## src/rtl/pcw_mem_pkg.sv

```systemverilog
// Shared types for the PCW video/system RAM arbiter: owner tags and the
// per-operation entry carried down the read-return pipeline.
package pcw_mem_pkg;

    localparam int PCW_AW = 17;
    localparam int PCW_DW = 8;

    typedef enum logic [1:0] {
        OWN_NONE = 2'd0,
        OWN_VID  = 2'd1,
        OWN_CPU  = 2'd2,
        OWN_DMA  = 2'd3
    } owner_t;

    typedef struct packed {
        owner_t owner;
        logic   we;
    } tag_entry_t;

    localparam tag_entry_t TAG_IDLE = '{owner: OWN_NONE, we: 1'b0};

    function automatic tag_entry_t make_tag(input owner_t owner, input logic we);
        tag_entry_t t;
        t.owner = owner;
        t.we    = we;
        return t;
    endfunction

endpackage

```

## src/rtl/mem_tag_pipe.sv

```systemverilog
// Fixed-depth shift register that delays each issued op's owner tag so it
// emerges in the cycle the RAM returns that op's read data.
module mem_tag_pipe
    import pcw_mem_pkg::*;
#(
    parameter int DEPTH = 2
) (
    input  logic       clk_sys,
    input  logic       reset_n,
    input  tag_entry_t tag_in,
    output tag_entry_t tag_out
);

    tag_entry_t stage_r [DEPTH];

    // Shift one stage per clock; clearing drops every in-flight tag.
    always_ff @(posedge clk_sys or negedge reset_n) begin
        if (!reset_n) begin
            for (int i = 0; i < DEPTH; i++) begin
                stage_r[i] <= TAG_IDLE;
            end
        end else begin
            stage_r[0] <= tag_in;
            for (int i = 1; i < DEPTH; i++) begin
                stage_r[i] <= stage_r[i-1];
            end
        end
    end

    assign tag_out = stage_r[DEPTH-1];

endmodule

```

## src/rtl/pcw_mem_arbiter.sv

```systemverilog
// Single-port RAM arbiter: video owns ce_pix slots, CPU and DMA share the
// remaining cycles round-robin; one registered RAM op per clk_sys.
module pcw_mem_arbiter
    import pcw_mem_pkg::*;
#(
    parameter int AW      = PCW_AW,
    parameter int DW      = PCW_DW,
    parameter int MEM_LAT = 1
) (
    input  logic          clk_sys,
    input  logic          reset_n,
    input  logic          ce_pix,
    input  logic          vid_req,
    input  logic [AW-1:0] vid_addr,
    output logic [DW-1:0] vid_rdata,
    output logic          vid_valid,
    input  logic          cpu_req,
    input  logic          cpu_we,
    input  logic [AW-1:0] cpu_addr,
    input  logic [DW-1:0] cpu_wdata,
    output logic [DW-1:0] cpu_rdata,
    output logic          cpu_ack,
    output logic          cpu_wait,
    input  logic          dma_req,
    input  logic          dma_we,
    input  logic [AW-1:0] dma_addr,
    input  logic [DW-1:0] dma_wdata,
    output logic [DW-1:0] dma_rdata,
    output logic          dma_ack,
    output logic          mem_en,
    output logic          mem_we,
    output logic [AW-1:0] mem_addr,
    output logic [DW-1:0] mem_wdata,
    input  logic [DW-1:0] mem_rdata
);

    logic [1:0]    rst_sync_r;
    logic          rst_n_s;
    logic          cpu_busy_r, dma_busy_r;
    owner_t        rr_owner_r;
    logic          cpu_elig_s, dma_elig_s, both_elig_s, vid_slot_s;
    owner_t        grant_s;
    logic          issue_we_s;
    logic [AW-1:0] issue_addr_s;
    logic [DW-1:0] issue_wdata_s;
    logic          mem_en_r, mem_we_r;
    logic [AW-1:0] mem_addr_r;
    logic [DW-1:0] mem_wdata_r;
    logic          cpu_ack_r, dma_ack_r;
    logic [DW-1:0] cpu_rdata_r, dma_rdata_r, vid_hold_r;
    tag_entry_t    tail_s;

    // Reset asserts asynchronously and releases on a clock edge.
    always_ff @(posedge clk_sys or negedge reset_n) begin
        if (!reset_n) begin
            rst_sync_r <= 2'b00;
        end else begin
            rst_sync_r <= {rst_sync_r[0], 1'b1};
        end
    end

    assign rst_n_s = rst_sync_r[1];

    // Slot decision: video wins its ce_pix slot, otherwise CPU/DMA by eligibility and pointer.
    always_comb begin
        vid_slot_s  = ce_pix & vid_req;
        cpu_elig_s  = cpu_req & ~cpu_busy_r;
        dma_elig_s  = dma_req & ~dma_busy_r;
        both_elig_s = cpu_elig_s & dma_elig_s;
        grant_s     = OWN_NONE;
        if (vid_slot_s) begin
            grant_s = OWN_VID;
        end else if (both_elig_s) begin
            grant_s = (rr_owner_r == OWN_DMA) ? OWN_DMA : OWN_CPU;
        end else if (cpu_elig_s) begin
            grant_s = OWN_CPU;
        end else if (dma_elig_s) begin
            grant_s = OWN_DMA;
        end else begin
            grant_s = OWN_NONE;
        end
    end

    // Operation fields for the granted requester; idle slots keep the bus stable.
    always_comb begin
        issue_we_s    = mem_we_r;
        issue_addr_s  = mem_addr_r;
        issue_wdata_s = mem_wdata_r;
        case (grant_s)
            OWN_VID: begin
                issue_we_s    = 1'b0;
                issue_addr_s  = vid_addr;
                issue_wdata_s = mem_wdata_r;
            end
            OWN_CPU: begin
                issue_we_s    = cpu_we;
                issue_addr_s  = cpu_addr;
                issue_wdata_s = cpu_wdata;
            end
            OWN_DMA: begin
                issue_we_s    = dma_we;
                issue_addr_s  = dma_addr;
                issue_wdata_s = dma_wdata;
            end
            default: begin
                issue_we_s    = mem_we_r;
                issue_addr_s  = mem_addr_r;
                issue_wdata_s = mem_wdata_r;
            end
        endcase
    end

    mem_tag_pipe #(
        .DEPTH (MEM_LAT + 1)
    ) u_tag_pipe (
        .clk_sys (clk_sys),
        .reset_n (rst_n_s),
        .tag_in  (make_tag(grant_s, issue_we_s)),
        .tag_out (tail_s)
    );

    // Register the issued op onto the RAM port and track fairness/busy state.
    always_ff @(posedge clk_sys or negedge rst_n_s) begin
        if (!rst_n_s) begin
            mem_en_r    <= 1'b0;
            mem_we_r    <= 1'b0;
            mem_addr_r  <= {AW{1'b0}};
            mem_wdata_r <= {DW{1'b0}};
            rr_owner_r  <= OWN_CPU;
            cpu_busy_r  <= 1'b0;
            dma_busy_r  <= 1'b0;
        end else begin
            mem_en_r <= (grant_s != OWN_NONE);
            if (grant_s != OWN_NONE) begin
                mem_we_r    <= issue_we_s;
                mem_addr_r  <= issue_addr_s;
                mem_wdata_r <= issue_wdata_s;
            end
            if (!vid_slot_s && both_elig_s) begin
                rr_owner_r <= (rr_owner_r == OWN_CPU) ? OWN_DMA : OWN_CPU;
            end
            // Busy drops after the ack cycle, so a held req re-arms one cycle later.
            if (grant_s == OWN_CPU) begin
                cpu_busy_r <= 1'b1;
            end else if (cpu_ack_r) begin
                cpu_busy_r <= 1'b0;
            end
            if (grant_s == OWN_DMA) begin
                dma_busy_r <= 1'b1;
            end else if (dma_ack_r) begin
                dma_busy_r <= 1'b0;
            end
        end
    end

    // Return stage: steer RAM read data to whichever requester owns the tail tag.
    always_ff @(posedge clk_sys or negedge rst_n_s) begin
        if (!rst_n_s) begin
            cpu_ack_r   <= 1'b0;
            dma_ack_r   <= 1'b0;
            cpu_rdata_r <= {DW{1'b0}};
            dma_rdata_r <= {DW{1'b0}};
            vid_hold_r  <= {DW{1'b0}};
        end else begin
            cpu_ack_r <= (tail_s.owner == OWN_CPU);
            dma_ack_r <= (tail_s.owner == OWN_DMA);
            if (tail_s.owner == OWN_CPU && !tail_s.we) begin
                cpu_rdata_r <= mem_rdata;
            end
            if (tail_s.owner == OWN_DMA && !tail_s.we) begin
                dma_rdata_r <= mem_rdata;
            end
            if (tail_s.owner == OWN_VID) begin
                vid_hold_r <= mem_rdata;
            end
        end
    end

    // Video data is forwarded in its data-valid cycle so it lands before the next ce_pix.
    assign vid_valid = (tail_s.owner == OWN_VID);
    assign vid_rdata = vid_valid ? mem_rdata : vid_hold_r;

    assign cpu_ack   = cpu_ack_r;
    assign dma_ack   = dma_ack_r;
    assign cpu_rdata = cpu_rdata_r;
    assign dma_rdata = dma_rdata_r;
    assign cpu_wait  = cpu_req & ~cpu_ack_r;
    assign mem_en    = mem_en_r;
    assign mem_we    = mem_we_r;
    assign mem_addr  = mem_addr_r;
    assign mem_wdata = mem_wdata_r;

endmodule

```

## config.mk

```make
export PLATFORM = sky130hd
export DESIGN_NAME = pcw_mem_arbiter
export DESIGN_NICKNAME = d
export VERILOG_FILES = /design/src/rtl/pcw_mem_pkg.sv /design/src/rtl/mem_tag_pipe.sv /design/src/rtl/pcw_mem_arbiter.sv
export SDC_FILE = /design/constraint.sdc
export NUM_CORES = 1
export LEC_CHECK = 0
export ABC_AREA = 0
export BUFFER_PORTS_ARGS = -buffer_cell sky130_fd_sc_hd__buf_2
export CAP_MARGIN = 40
export CORE_AREA = 2 2 108 58
export CTS_CLUSTER_SIZE = 40
export DETAILED_ROUTE_END_ITERATION = 10
export DIE_AREA = 0 0 110 60
export PLACE_DENSITY = 0.83
export RECOVER_POWER = 100
export SLEW_MARGIN = 10
export SYNTH_ARGS = -nofsm -noshare
export SYNTH_HDL_FRONTEND = slang
export SYNTH_SLANG_ARGS = --single-unit
```

## constraint.sdc

```tcl
create_clock -name clk_sys -period 3 [get_ports clk_sys]
set_clock_uncertainty 0.05 [all_clocks]
set_input_delay 0.75 -clock clk_sys [delete_from_list [all_inputs] [get_ports clk_sys]]
set_output_delay 0.75 -clock clk_sys [all_outputs]
set_load 0.01 [all_outputs]
```

Word-level counts from Yosys, hierarchy flattened
Cells that the tools add are included.

Register bits: 65. Input bits: 83. Output and inout bits: 55.

Equal/unequal tests: 8. Muxes and demuxes: 14. Bitwise operators: 8. Reduce and logical (&&, ||, !) cells: 12.

Operator list (count): $pmux W17 S3 (1); $pmux W8 S2 (1); $eq A2 B2 Y1 const B (6); $mux W2 (4); $mux W8 (1); $reduce_bool A2 Y1 (4); $mux W1 (6); $and A1 B1 Y1 (5); $eq A2 B1 Y1 const B (2); $reduce_and A2 Y1 (2); $logic_and A1 B1 Y1 (3); $not A1 Y1 (3); $pmux W1 S3 (1); $reduce_bool A3 Y1 (1); $logic_not A1 Y1 (2).

Longest topological paths before layout
Depth after elaboration: 9. Mapped depth: 7.

Cells and area by module
Synthesis repeated with hierarchy kept, for this count alone.

Cell total of the unflattened synthesis: 204. Area total of the unflattened synthesis: 2672.6 um^2.

Modules (own cells, without submodules): pcw_mem_arbiter (instances 1, cells an instance 195, area each 2499.9 um^2, sequential area each 1451.4 um^2); mem_tag_pipe (instances 1, cells an instance 9, area each 172.7 um^2, sequential area each 150.1 um^2).

Worst setup path after synthesis
No wires, ideal clock.

Path kind: reg2out. From: reg u_tag_pipe.stage_r, in the netlist u_tag_pipe.tag_out[1]. To: out vid_rdata[0]. Arrival: 1.101 ns. Slack: 1.099 ns. Cell stages (with the launch flop): 4. Path buffers: 1. Path through: dfrtp_1 nor2b_1 buf_2 mux2_2.

Longest elaborated chain between the ends: 2.

RTL lines: start, declared (RTL line mem_tag_pipe.sv:14) `tag_entry_t stage_r [DEPTH];`; start signal, assigned by index (RTL line mem_tag_pipe.sv:25) `stage_r[i] <= stage_r[i-1];`; $eq A2 B1 Y1 (RTL line pcw_mem_arbiter.sv:180) `assign vid_valid = (tail_s.owner == OWN_VID);`; named net vid_valid (RTL line pcw_mem_arbiter.sv:16) `output logic vid_valid,`; $mux W8; end, declared (RTL line pcw_mem_arbiter.sv:15) `output logic [DW-1:0] vid_rdata,`.

The timed path passes the listed nets, and every way through them passes these cells.

Final worst setup path
From: reg u_tag_pipe.stage_r, in the netlist u_tag_pipe.tag_out[1]. To: out vid_rdata[1].

Longest elaborated chain between the ends: 2.

RTL lines (RTL line): $eq A2 B1 Y1 (pcw_mem_arbiter.sv:180); $mux W8.

No other way between the ends.

==> results.json <==
{
  "dr.pass1.iters": 6,
  "reg2reg_to": "mem_addr[0]",
  "synth-xor-area-share_pct": 0.333,
  "rows": 20,
  "synth-seq-cells": 64,
  "core_area_um2": 5730,
  "insertion_delay_ns": 0.33,
  "crit_arrival_ns": 1.57,
  "post-place-ws_ns": 0.856,
  "maxCapViolations": 0,
  "synth_area_um2": 2630,
  "cts_tree": "yes",
  "wl_per_cell_um": 15.7,
  "setup_slack_ns": 0.626,
  "r2r_cells": 5,
  "fin_setup_tns_ns": 0,
  "clockBufferDepth": 2,
  "worstMarginPinSlew_ns": 1.40,
  "cp_max_fo": 9,
  "synthMuxAreaShare_pct": 12.9,
  "synth_top_family_by_area": "compound AO/OA/AOI/OAI gates",
  "swShare_pct": 36.7,
  "relSlewSlack_pct": 6.35,
  "power_frac_comb_pct": 37.0,
  "fin_cells": 427,
  "place_inst": 413,
  "critPathRequiredTime_ns": 2.20,
  "die_x_um": 110,
  "p_per_area_nw_per_um2": 958,
  "fin_nets": 430,
  "clkPwrFrac_pct": 18.4,
  "grt_overflow_total": 0,
  "synth_compound_area_share_pct": 14.4,
  "drtIter0Drc": 112,
  "drive_gt1_share_pct": 35.7,
  "via_count": 2162,
  "critPathLaunchType": "flip-flop",
  "grt_usage_pct": 20.4,
  "route.detailed.drc": 0,
  "grt_pass1_vias": 2027,
  "outcome": "completed",
  "drt-total-wl_mm": 6.70,
  "port-buffer-count": 137,
  "drtAntennaViolNets": 0,
  "die_h_um": 60,
  "fmax_mhz": 421,
  "rsz0062_at_grt": "no",
  "antennaDiodeCount": 0,
  "end_kind": "output port",
  "final_cell_mix": "buf_2, dfrtp_1, clkbuf_1",
  "synthAdderAreaFrac_pct": 0,
  "final_area_um2": 3430,
  "synth_nets": 285,
  "ys_types": 28,
  "grt_pass1_wl_mm": 9.66,
  "cts_hold_buf": 0,
  "antenna_found_initial": 0,
  "timing.final.crit_share_pct": 79.1,
  "place_congestion": 0.729,
  "post_cts_buffers": 0,
  "power.internal_mw": 2.08,
  "yosys.area_share.simple_pct": 7.85,
  "num_io_pins": 138,
  "ys_warn_count": 0,
  "synthCells": 202,
  "dp_hpwl_mm": 5.23,
  "cts-root-buf": "clkbuf_8",
  "leakagePower_nw": 1.58,
  "timing.rr.start": "cpu_busy_r",
  "hp-class": "input pin to asynchronous set/reset pin",
  "cts_buffers": 9,
  "dpl_cell_area_um2": 3390,
  "ys_seq_area_share_pct": 60.9,
  "rrSetupSlack_ns": 0.73,
  "initial_core_util_pct": 45.9,
  "vias_per_cell": 5.06,
  "avgSynthCellArea_um2": 13.0,
  "cts_max_level": 3,
  "post-route-min-period_ns": 2.37,
  "syn2layout_area_growth_pct": 30.6,
  "finalMaxSlewViolations": 0,
  "setup_viol": 0,
  "irDropWorstVdd_mv": 0.482,
  "cts_sinks": 64,
  "hold_viol_final": 0,
  "grt_max_degree": 45,
  "path_clk_slew_ns": 0.07,
  "power.switching_mw": 1.21,
  "worst-setup-path-type": "flip-flop to output port",
  "cts_resized": 0,
  "final_common_cell": "buf_2",
  "p_seq_share_pct": 44.6,
  "dieArea_um2": 6600
}
per-stage QoR:
step / hold slack [ns] / power, mW / utilization, %
after floorplan: 0.281 / 2.26 / -
after global placement: 0.156 / 2.75 / 59.0
after detailed placement: 0.160 / 2.84 / 59.2
after CTS: 0.125 / 3.45 / 62.0
after global routing: 0.123 / 3.51 / 59.9
final: 0.145 / 3.29 / 59.9
routing by layer:
layer,vias to the layer above,wire [um],global-route usage [%]
li1,1022,-,-
met1,1032,3030,25.7
met2,100,3020,32.4
met3,8,574,8.18
met4,0,74,6.87
met5,-,0,0
cell type report:
| type | instances | area, um2 |
|---|---|---|
| well taps | 77 | 96.3 |
| inverters | 3 | 11.3 |
| repair buffers | 144 | 652 |
| flip-flops and latches | 64 | 1600 |
| clock inverters | 4 | 22.5 |
| fillers | 509 | 2300 |
| clock buffers | 10 | 138 |
| multi-input cells | 125 | 912 |
worst max path at each step:
stage / from / end / slack, ns / cells past startpoint
global placement: cpu_req / dma_busy_r / 0.80 / 4
detailed placement: dma_req / mem_addr[16] / 0.86 / 6
global route: cpu_req / mem_addr[11] / 0.51 / 6
CTS: u_tag_pipe.tag_out[1] / vid_rdata[1] / 0.59 / 4
floorplan: rst_sync_r[1] / cpu_ack / 1.04 / 0
finish: u_tag_pipe.tag_out[1] / vid_rdata[1] / 0.63 / 4
critical path, cell delays in order (launching register included):
cell and delay, ns:
dfrtp_1 0.40, nor2b_1 0.14, buf_4 0.20, mux2_1 0.37
clkbuf_1 0.14
synthesized netlist by cell type (all sizes together):
library cell   n  area, um2
o22ai         34        269
nor3b          1       12.5
xor2           1       8.76
and2           2       12.5
nand3b         1       7.51
dfrtp         64       1600
o21ai          4       20.0
buf           10       77.6
mux2          24        270
nor3           1       5.00
o211ai         1       12.5
mux2i          7       70.1
a211o          1       8.76
inv            3       11.3
nor2          24       90.1
conb           1       3.75
a21oi          9       48.8
nand2b         2       20.0
a221o          2       20.0
nor2b          6       37.5
nand3          1       10.0
nand2          3       11.3
state kept, by name, indices dropped and copies added, names as in the netlist, 2 cells and up:
signal / count
mem_addr: 17
cpu_rdata: 8
dma_rdata: 8
mem_wdata: 8
vid_hold_r: 8
u_tag_pipe.stage_r: 3
u_tag_pipe.tag_out: 3
rst_sync_r: 2
cell families after synthesis:
kind of cell,count (synthesis)
DFF,64
AOI/OAI and AO/OA,51
and+or+nand+nor,41
muxes,31
xor gates and xnor gates,1
other,1
buffers and inverters,13
power by group through the flow:
stage | logic, mW | clock network, mW | registers (mW)
floorplan | 0.672 | 0 | 1.58
global placement | 1.31 | 0 | 1.44
detailed placement | 1.37 | 0 | 1.47
CTS | 1.37 | 0.623 | 1.46
global route | 1.33 | 0.671 | 1.51
finish | 1.22 | 0.605 | 1.47
Power figures use the tool's default switching activity.
